File: config.mk
export PLATFORM = sky130hd
export DESIGN_NAME = mem_access_unit
export DESIGN_NICKNAME = d
export VERILOG_FILES = /design/src/rtl/mem_access_unit.sv
export SDC_FILE = /design/constraint.sdc
export NUM_CORES = 1
export LEC_CHECK = 0
export ABC_CLOCK_PERIOD_IN_PS = 6200
export CAP_MARGIN = 40
export CELL_PAD_IN_SITES_DETAIL_PLACEMENT = 1
export CELL_PAD_IN_SITES_GLOBAL_PLACEMENT = 2
export CORE_MARGIN = 5
export CORE_UTILIZATION = 27
export CTS_CLUSTER_DIAMETER = 200
export DETAILED_ROUTE_END_ITERATION = 6
export MAX_ROUTING_LAYER = met4
export PLACE_DENSITY_LB_ADDON = 0.1
export SETUP_SLACK_MARGIN = 0.2
export SYNTH_ARGS = -nofsm -noshare
export SYNTH_HDL_FRONTEND = slang
export SYNTH_SLANG_ARGS = --single-unit
File: constraint.sdc
create_clock -name clk -period 6.2 [get_ports clk]
set_clock_uncertainty 0.2 [all_clocks]
set_input_delay 1.55 -clock clk [delete_from_list [all_inputs] [get_ports clk]]
set_output_delay 1.55 -clock clk [all_outputs]
set_load 0.02 [all_outputs]
File: src/rtl/mem_access_unit.sv
// Load/store access sequencer between the execute stage and a 64-bit doubleword memory port.
// Optional feature: define MEM_MISALIGN_TRAP_EN to report misaligned accesses instead of aligning them.
module mem_access_unit #(
  parameter int unsigned ADDR_W = 64
) (
  input  logic              clk,
  input  logic              rst,
  input  logic              core_valid,
  output logic              core_ready,
  input  logic              core_we,
  input  logic [2:0]        core_funct3,
  input  logic [ADDR_W-1:0] core_addr,
  input  logic [63:0]       core_wdata,
  output logic              core_done,
  output logic [63:0]       core_rdata,
  output logic              core_misalign,
  output logic              mem_req_valid,
  input  logic              mem_req_ready,
  output logic [ADDR_W-1:0] mem_req_addr,
  output logic              mem_req_we,
  output logic [63:0]       mem_req_wdata,
  output logic [7:0]        mem_req_wmask,
  input  logic              mem_resp_valid,
  output logic              mem_resp_ready,
  input  logic [63:0]       mem_resp_data
);

  localparam int unsigned DATA_W = 64;
  localparam int unsigned MASK_W = 8;
  localparam int unsigned OFF_W  = 3;

  typedef enum logic [1:0] {IDLE, REQ, WAIT, DONE} state_t;

  state_t             state, state_nxt;
  logic [2:0]         lat_funct3;
  logic [OFF_W-1:0]   lat_off;
  logic [OFF_W-1:0]   off_raw_c, off_c, align_mask_c;
  logic [MASK_W-1:0]  base_mask_c;
  logic               misalign_c;
  logic               accept_c;

  // Shift the returned doubleword down to the accessed lane and extend to 64 bits.
  function automatic logic [DATA_W-1:0] load_extend(input logic [DATA_W-1:0] d,
                                                     input logic [OFF_W-1:0]  off,
                                                     input logic [2:0]        f3);
    logic [DATA_W-1:0] s;
    s = d >> {off, 3'b000};
    case (f3)
      3'b000:  load_extend = {{56{s[7]}},  s[7:0]};
      3'b001:  load_extend = {{48{s[15]}}, s[15:0]};
      3'b010:  load_extend = {{32{s[31]}}, s[31:0]};
      3'b100:  load_extend = {56'd0, s[7:0]};
      3'b101:  load_extend = {48'd0, s[15:0]};
      3'b110:  load_extend = {32'd0, s[31:0]};
      default: load_extend = s;
    endcase
  endfunction

  // Size decode from the incoming request: lane mask base and natural-alignment mask.
  always_comb begin
    off_raw_c    = core_addr[OFF_W-1:0];
    align_mask_c = 3'b111;
    base_mask_c  = 8'h01;
    case (core_funct3[1:0])
      2'd0:    begin align_mask_c = 3'b111; base_mask_c = 8'h01; end
      2'd1:    begin align_mask_c = 3'b110; base_mask_c = 8'h03; end
      2'd2:    begin align_mask_c = 3'b100; base_mask_c = 8'h0F; end
      default: begin align_mask_c = 3'b000; base_mask_c = 8'hFF; end
    endcase
`ifdef MEM_MISALIGN_TRAP_EN
    off_c      = off_raw_c;
    misalign_c = |(off_raw_c & ~align_mask_c);
`else
    off_c      = off_raw_c & align_mask_c;
    misalign_c = 1'b0;
`endif
  end

  // Next-state logic.
  always_comb begin
    state_nxt = state;
    accept_c  = 1'b0;
    case (state)
      IDLE: if (core_valid) begin
        accept_c  = 1'b1;
        state_nxt = misalign_c ? DONE : REQ;
      end
      REQ:  if (mem_req_ready)  state_nxt = WAIT;
      WAIT: if (mem_resp_valid) state_nxt = DONE;
      DONE: state_nxt = IDLE;
      default: state_nxt = IDLE;
    endcase
  end

  // State, latched request and registered outputs.
  always_ff @(posedge clk) begin
    if (rst) begin
      state          <= IDLE;
      lat_funct3     <= '0;
      lat_off        <= '0;
      core_ready     <= 1'b1;
      core_done      <= 1'b0;
      core_rdata     <= '0;
      core_misalign  <= 1'b0;
      mem_req_valid  <= 1'b0;
      mem_req_addr   <= '0;
      mem_req_we     <= 1'b0;
      mem_req_wdata  <= '0;
      mem_req_wmask  <= '0;
      mem_resp_ready <= 1'b0;
    end else begin
      state          <= state_nxt;
      core_ready     <= (state_nxt == IDLE);
      core_done      <= (state_nxt == DONE);
      mem_req_valid  <= (state_nxt == REQ);
      mem_resp_ready <= (state_nxt == WAIT);
      if (accept_c) begin
        lat_funct3    <= core_funct3;
        lat_off       <= off_c;
        core_misalign <= misalign_c;
        mem_req_addr  <= {core_addr[ADDR_W-1:OFF_W], 3'b000};
        mem_req_we    <= core_we;
        mem_req_wdata <= core_wdata << {off_c, 3'b000};
        mem_req_wmask <= core_we ? MASK_W'(base_mask_c << off_c) : '0;
      end
      if (state == WAIT && mem_resp_valid) begin
        core_rdata <= mem_req_we ? '0 : load_extend(mem_resp_data, lat_off, lat_funct3);
      end
      if (state == DONE) begin
        core_rdata    <= '0;
        core_misalign <= 1'b0;
      end
    end
  end

endmodule

==> results_dict.tcl, run 1 <==
set metrics [dict create \
    clk_latency_ns 0.56 \
    die_x_microns 207 \
    drc 0 \
    intPower_w 0.00284 \
    timing.final.crit_period_ns 4.22 \
    crit_family "simple AND/OR/NAND/NOR gates" \
    cp.arrival_ns 4.52 \
    endpoint "core_rdata[47]" \
    max_stage_delay_ns 0.75 \
    synth_flop_cell "dfxtp_1" \
    ys_seq_area_share_pct 40.3 \
    grt_overflow_total 0 \
    final-instance-count-excl-fill 2059 \
    cts_hold_buf 0 \
    netSwitchingPower_w 0.00118 \
    root_buffer "clkbuf_16" \
    crit_required_ns 6.50 \
    fin_setup_tns_ns 0 \
    hold_viol 0 \
    final-setup-viol-count 0 \
    crit_cells 7 \
    crit_path_max_fanout 19 \
    p_seq_share_pct 36.7 \
    first_pass_iters 5 \
    final_common_cell "clkdlybuf4s50_1" \
    routedWlPerCell_microns 24.0 \
    worst_pin_slew_ns 0.909 \
    grt_max_degree 69 \
    post-route-period-util_pct 68.0 \
    die_h_microns 207 \
    viasPerCell 5.29 \
    vias 10900 \
    rsz0062_at_grt "no" \
    synth.avg_cell_area_sq_um 8.89 \
    worst_hold_path_type "flop to flop" \
    rrSetupSlack_ns 2.09 \
    async_reset_ff_share_pct 0 \
    crit_start "mem_resp_data[63]" \
    p_per_area_mw_per_mm2 255 \
    grt_antenna_before_repair 1 \
    clk_path_buf_depth 3 \
    dr.first_iter.drc_count 692 \
    p_comb_share_pct 22.4 \
    postRouteWirelength_microns 49400 \
    cts_max_level 1 \
    clkTransAtPathRegs_ns 0.06 \
    most-common-layout-cells "clkdlybuf4s50_1, dfxtp_1, nand2_1, a21oi_1, nor2_1" \
    fmax_mhz 237 \
    hold_ws_ns 0.254 \
    crit_path_end_kind "flop" \
    nNetsFinal 1718 \
    ys_seq_elements 210 \
    core_area_sq_mm 0.0385 \
    place_area_sq_mm 0.0149 \
    synth_edf_count 0 \
    rr_startpoint "lat_off[1]" \
    cap_viol_max_count 0 \
    area_delta_synth_final_pct 51.6 \
    dp.cells 2006 \
    place_hpwl_microns 37200 \
    yosysUniqueCellTypes 59 \
    antenna_left 0 \
    rows 72 \
    max_slew_margin_pct 39.4 \
    grt_pass1_wl_microns 72100 \
    criticalPathCategory "input port to flop" \
    cts_resized 0 \
    finalInstanceArea_sq_mm 0.0158 \
    grt_util_all_layers_pct 22.6 \
    place.gp.congestion 0.900 \
    port_buffers 402 \
    ios 407 \
    cp_num_buf_inv 2 \
    grt_pass1_vias 11300 \
    rr_worst_depth 7 \
    path_cells "clkdlybuf4s50_1 -> mux2i_2 -> a222oi_1 -> and4b_1 -> or4_1 -> buf_4 -> a32o_1" \
    cts.sinks 210 \
    die-area_sq_mm 0.0427 \
    ir_drop_v 0.000206 \
    cpMaxStageDelayCell "or4_1" \
    synth_cells 1174 \
    pwr-share-clk_pct 41.0 \
    start_kind "input port" \
    status "finished clean" \
    synth_area_sq_mm 0.0104 \
    slew_violations 0 \
    yosysWarnings 0 \
    cts_buffers 27 \
    drive_above_1_share_pct 9.62 \
    initial_core_util_pct 27.1 \
    switching_share_pct 29.3 \
    tritoncts "yes" \
    timing.rr.end "core_rdata[47]" \
    cts_setup_buffers 0 \
    leakagePower_nw 5.52 \
]
==> state kept, by name (all words and copies together) (netlist names) <==
| signal | flops |
|---|---|
| core_rdata | 64 |
| mem_req_wdata | 64 |
| mem_req_addr | 61 |
| mem_req_wmask | 8 |
| lat_funct3 | 3 |
| lat_off | 3 |
| state | 2 |
| core_done | 1 |
| core_ready | 1 |
| mem_req_valid | 1 |
| mem_req_we | 1 |
| mem_resp_ready | 1 |
==> Yosys cell counts, drive strengths merged (3+ instances only) <==
master | n | area [sq um]
and2 | 4 | 25.0
a31oi | 16 | 100
nor2 | 113 | 427
inv | 3 | 11.3
or2 | 4 | 25.0
a21oi | 129 | 646
nor4bb | 9 | 90.1
a222oi | 23 | 230
o22a | 6 | 52.6
dfxtp | 210 | 4200
nand2 | 196 | 738
a221o | 7 | 70.1
mux4 | 45 | 1010
nand2b | 6 | 37.5
clkbuf | 86 | 323
o22ai | 10 | 62.6
nand3 | 12 | 60.1
o2bb2ai | 7 | 61.3
mux2i | 52 | 524
o21ai | 49 | 245
a32o | 24 | 240
mux2 | 20 | 225
nor3 | 14 | 70.1
buf | 29 | 178
a21o | 5 | 37.5
a32oi | 6 | 52.6
a22oi | 31 | 233
a22o | 8 | 70.1
o221ai | 4 | 35.0
nor2b | 12 | 75.1
a211oi | 11 | 82.6
==> power groups by stage <==
stage	Combinational, W	Sequential (W)	Clock, W
after CTS	0.000907	0.00148	0.00170
after floorplan	0.000371	0.00158	0
after detailed placement	0.000902	0.00150	0
after global placement	0.000888	0.00151	0
final	0.000900	0.00148	0.00165
after global routing	0.000963	0.00148	0.00176
==> layout make-up <==
class / count / area [sq um]
Antenna cell: 3 / 7.51
Clock buffer: 43 / 806
Clock inverter: 7 / 125
Fill cell: 4391 / 22700
Inverter: 3 / 11.3
Multi-Input combinational cell: 849 / 5760
Sequential cell: 210 / 4210
Tap cell: 518 / 648
Timing Repair Buffer: 426 / 4250
==> stage by stage <==
stage	utilization, %	worst slack (ns)	power [W]
finish	41.1	1.98	0.00402
global route	41.1	1.84	0.00421
CTS	41.1	2.03	0.00408
detailed placement	38.7	1.43	0.00241
global placement	38.4	1.49	0.00239
floorplan	-	2.82	0.00195
==> per-layer routing <==
| layer | routed length (microns) | up-vias | GRT usage (%) | part of all wire, % |
|---|---|---|---|---|
| li1 | - | 5014 | - | - |
| met1 | 20500 | 5357 | 28.3 | 41 |
| met2 | 23500 | 440 | 36.1 | 47 |
| met3 | 3680 | 81 | 5.08 | 7.4 |
| met4 | 1780 | 0 | 8.03 | 3.6 |
| met5 | 0 | - | - | 0 |
==> worst min path at each step <==
stage                           startpoint                to  slack, ns  depth (start not counted)
after floorplan              lat_funct3[2]     lat_funct3[2]       0.25                          2
after global placement     mem_req_addr[4]   mem_req_addr[4]       0.24                          2
after detailed placement   mem_req_addr[3]   mem_req_addr[3]       0.25                          2
after CTS                  mem_req_addr[3]   mem_req_addr[3]       0.25                          2
after global routing      mem_req_addr[43]  mem_req_addr[43]       0.27                          2
final                      mem_req_addr[3]   mem_req_addr[3]       0.25                          2
==> cells by family (layout without fill, tap and decap cells) <==
| logic type | Yosys count | count (layout) | share of synthesized area [%] |
|---|---|---|---|
| other | 1 | 7 | 0.0359 |
| muxes | 117 | 117 | 16.9 |
| buffers and inverters | 118 | 479 | 4.91 |
| AOI/OAI and AO/OA | 346 | 346 | 22.1 |
| and+or+nand+nor | 382 | 382 | 15.8 |
| DFF | 210 | 210 | 40.3 |
==> worst reg2reg max path, cell delays in order (launching register included) <==
cell     delay (ns)
dfxtp_2        0.91
buf_4          0.55
mux2i_1        0.24
nand2_1        0.09
and4b_1        0.41
or4_1          0.98
buf_4          0.37
a32o_1         0.26
No activity file was read; power rests on OpenSTA's default activity.
==> inputs of run 2 (changes only) <==
Settings changed: ABC_CLOCK_PERIOD_IN_PS 6200 to 4200, CORE_UTILIZATION 27 to 25.
Clock period 6.2 ns to 4.2 ns, I/O delays scaled along.
==> run 2 against run 1 <==
  * Sequential share of layout area shrank 0.37 points
  * Count of clock-buffer cells in the layout shrank 3
  * Design area grew 1.4%
  * Worst hold slack lost 0.00088 ns
  * Core utilization shrank 2.0 points
  * Register-to-register slack lost 0.93 ns
  * Wire length grew 3.1%
  * First-iteration DRC count grew 16%
  * Setup slack lost 0.94 ns
  * Highest routed layer unchanged
==> results_dict.tcl, run 2 (synthesized netlist as in run 1, its figures left out) <==
set metrics [dict create \
    initial_core_util_pct 25.4 \
    postRouteWirelength_microns 50900 \
    p_per_area_mw_per_mm2 390 \
    tritoncts "yes" \
    netSwitchingPower_w 0.00177 \
    p_comb_share_pct 21.4 \
    hold_viol 0 \
    crit_path_max_fanout 14 \
    most-common-layout-cells "clkdlybuf4s50_1, dfxtp_1, nand2_1, a21oi_1, nor2_1" \
    die_x_microns 214 \
    ios 407 \
    crit_required_ns 4.47 \
    final_util_pct 39.1 \
    grt_util_all_layers_pct 21.7 \
    final_common_cell "clkdlybuf4s50_1" \
    clk_path_buf_depth 3 \
    hold_start "core_rdata[12]" \
    cp_common_cell "nor2_1" \
    fmax_mhz 317 \
    die-area_sq_mm 0.0459 \
    rsz0062_at_grt "no" \
    switching_share_pct 28.3 \
    grt_pass1_vias 11500 \
    cts_hold_buf 0 \
    viasPerCell 5.22 \
    cts_resized 0 \
    cp_num_buf_inv 1 \
    pwr-share-clk_pct 43.7 \
    grt_max_degree 98 \
    root_buffer "clkbuf_16" \
    crit_path_end_kind "flop" \
    clk_latency_ns 0.55 \
    reg_top3 "core_rdata: 64 flops, mem_req_wdata: 64 flops, mem_req_addr: 61 flops" \
    crit_start "core_funct3[0]" \
    final-instance-count-excl-fill 2081 \
    slew_violations 0 \
    criticalPathCategory "input port to flop" \
    grt_pass1_wl_microns 75700 \
    post-route-period-util_pct 75.1 \
    dr.first_iter.drc_count 802 \
    drc 0 \
    rr_startpoint "lat_off[2]" \
    finalInstanceArea_sq_mm 0.0160 \
    cts_setup_buffers 0 \
    status "finished clean" \
    cts_max_level 1 \
    dp.cells 2028 \
    grt_overflow_total 0 \
    die_h_microns 214 \
    port_buffers 402 \
    start_kind "input port" \
    place_hpwl_microns 38400 \
    leakagePower_nw 5.61 \
    cpMaxStageDelayCell "clkdlybuf4s50_1" \
    core_area_sq_mm 0.0410 \
    nNetsFinal 1727 \
    path_cells "clkdlybuf4s50_1 -> nand2b_1 -> a21oi_1 -> nor2_1 -> a222oi_1 -> nor2_1" \
    cp.arrival_ns 3.43 \
    rows 74 \
    cts_buffers 28 \
    worst_pin_slew_ns 0.802 \
    grt_antenna_before_repair 1 \
    antenna_left 0 \
    p_seq_share_pct 34.9 \
    drive_above_1_share_pct 10.4 \
    max_stage_delay_ns 0.81 \
    crit_family "simple AND/OR/NAND/NOR gates" \
    area_delta_synth_final_pct 53.7 \
    timing.final.crit_period_ns 3.15 \
    ir_drop_v 0.000313 \
    final-setup-viol-count 0 \
    place_area_sq_mm 0.0150 \
    clkTransAtPathRegs_ns 0.06 \
    cap_viol_max_count 0 \
    max_slew_margin_pct 46.4 \
    intPower_w 0.00448 \
    first_pass_iters 5 \
    worst_hold_path_type "flop to flop" \
    setup_ws_ns 1.05 \
    place_worst_setup_slack_ns 0.505 \
    place.gp.congestion 0.881 \
    vias 10900 \
    fillers 4662 \
    fin_setup_tns_ns 0 \
    cts.sinks 210 \
    routedWlPerCell_microns 24.5 \
]
## run 2: worst min-delay path, stage by stage (launching register included)
cell     delay (ns)
dfxtp_1        0.32
nand2_1        0.05
o21ai_0        0.05
## run 2: power by group through the flow
stage | registers (W) | logic (W) | clock network [W]
after floorplan | 0.00233 | 0.000547 | 0
after CTS | 0.00218 | 0.00136 | 0.00281
after global routing | 0.00220 | 0.00144 | 0.00291
after global placement | 0.00222 | 0.00134 | 0
final | 0.00218 | 0.00134 | 0.00273
after detailed placement | 0.00222 | 0.00135 | 0
## run 2: final cells by class
type / instances / area [sq um] / area share (%)
antenna: 1 / 2.50 / 0.0156
clock buffer: 40 / 817 / 5.10
clock inverter: 12 / 243 / 1.51
inverter: 3 / 11.3 / 0.0702
multi-input combinational: 849 / 5760 / 35.9
sequential: 210 / 4210 / 26.2
tap: 532 / 666 / 4.15
timing repair buffer: 434 / 4330 / 27.0
## run 2: worst paths after layout
kind / endpoint / slack, ns / cells after the start
worst min register to register: core_rdata[12] / 0.25 / 2
worst min-delay path: core_rdata[12] / 0.25 / 2
worst max-delay path: mem_req_wdata[37] / 1.05 / 6
worst max register to register: core_rdata[32] / 1.16 / 6
## run 2: per-stage QoR
stage | total power, W | hold WS [ns]
3_3_place_gp | 0.00356 | 0.240
6_report | 0.00625 | 0.253
3_5_place_dp | 0.00357 | 0.243
2_1_floorplan | 0.00287 | 0.246
4_1_cts | 0.00635 | 0.257
5_1_grt | 0.00654 | 0.270
## run 2: routing by layer
metal  GRT usage [%]  vias up  routed length, microns
met4            6.27        0                    1550
met1            26.2     5387                   21300
li1                -     5028                       -
met2            36.3      378                   24900
met5               -        -                       0
met3            5.15       73                    3220
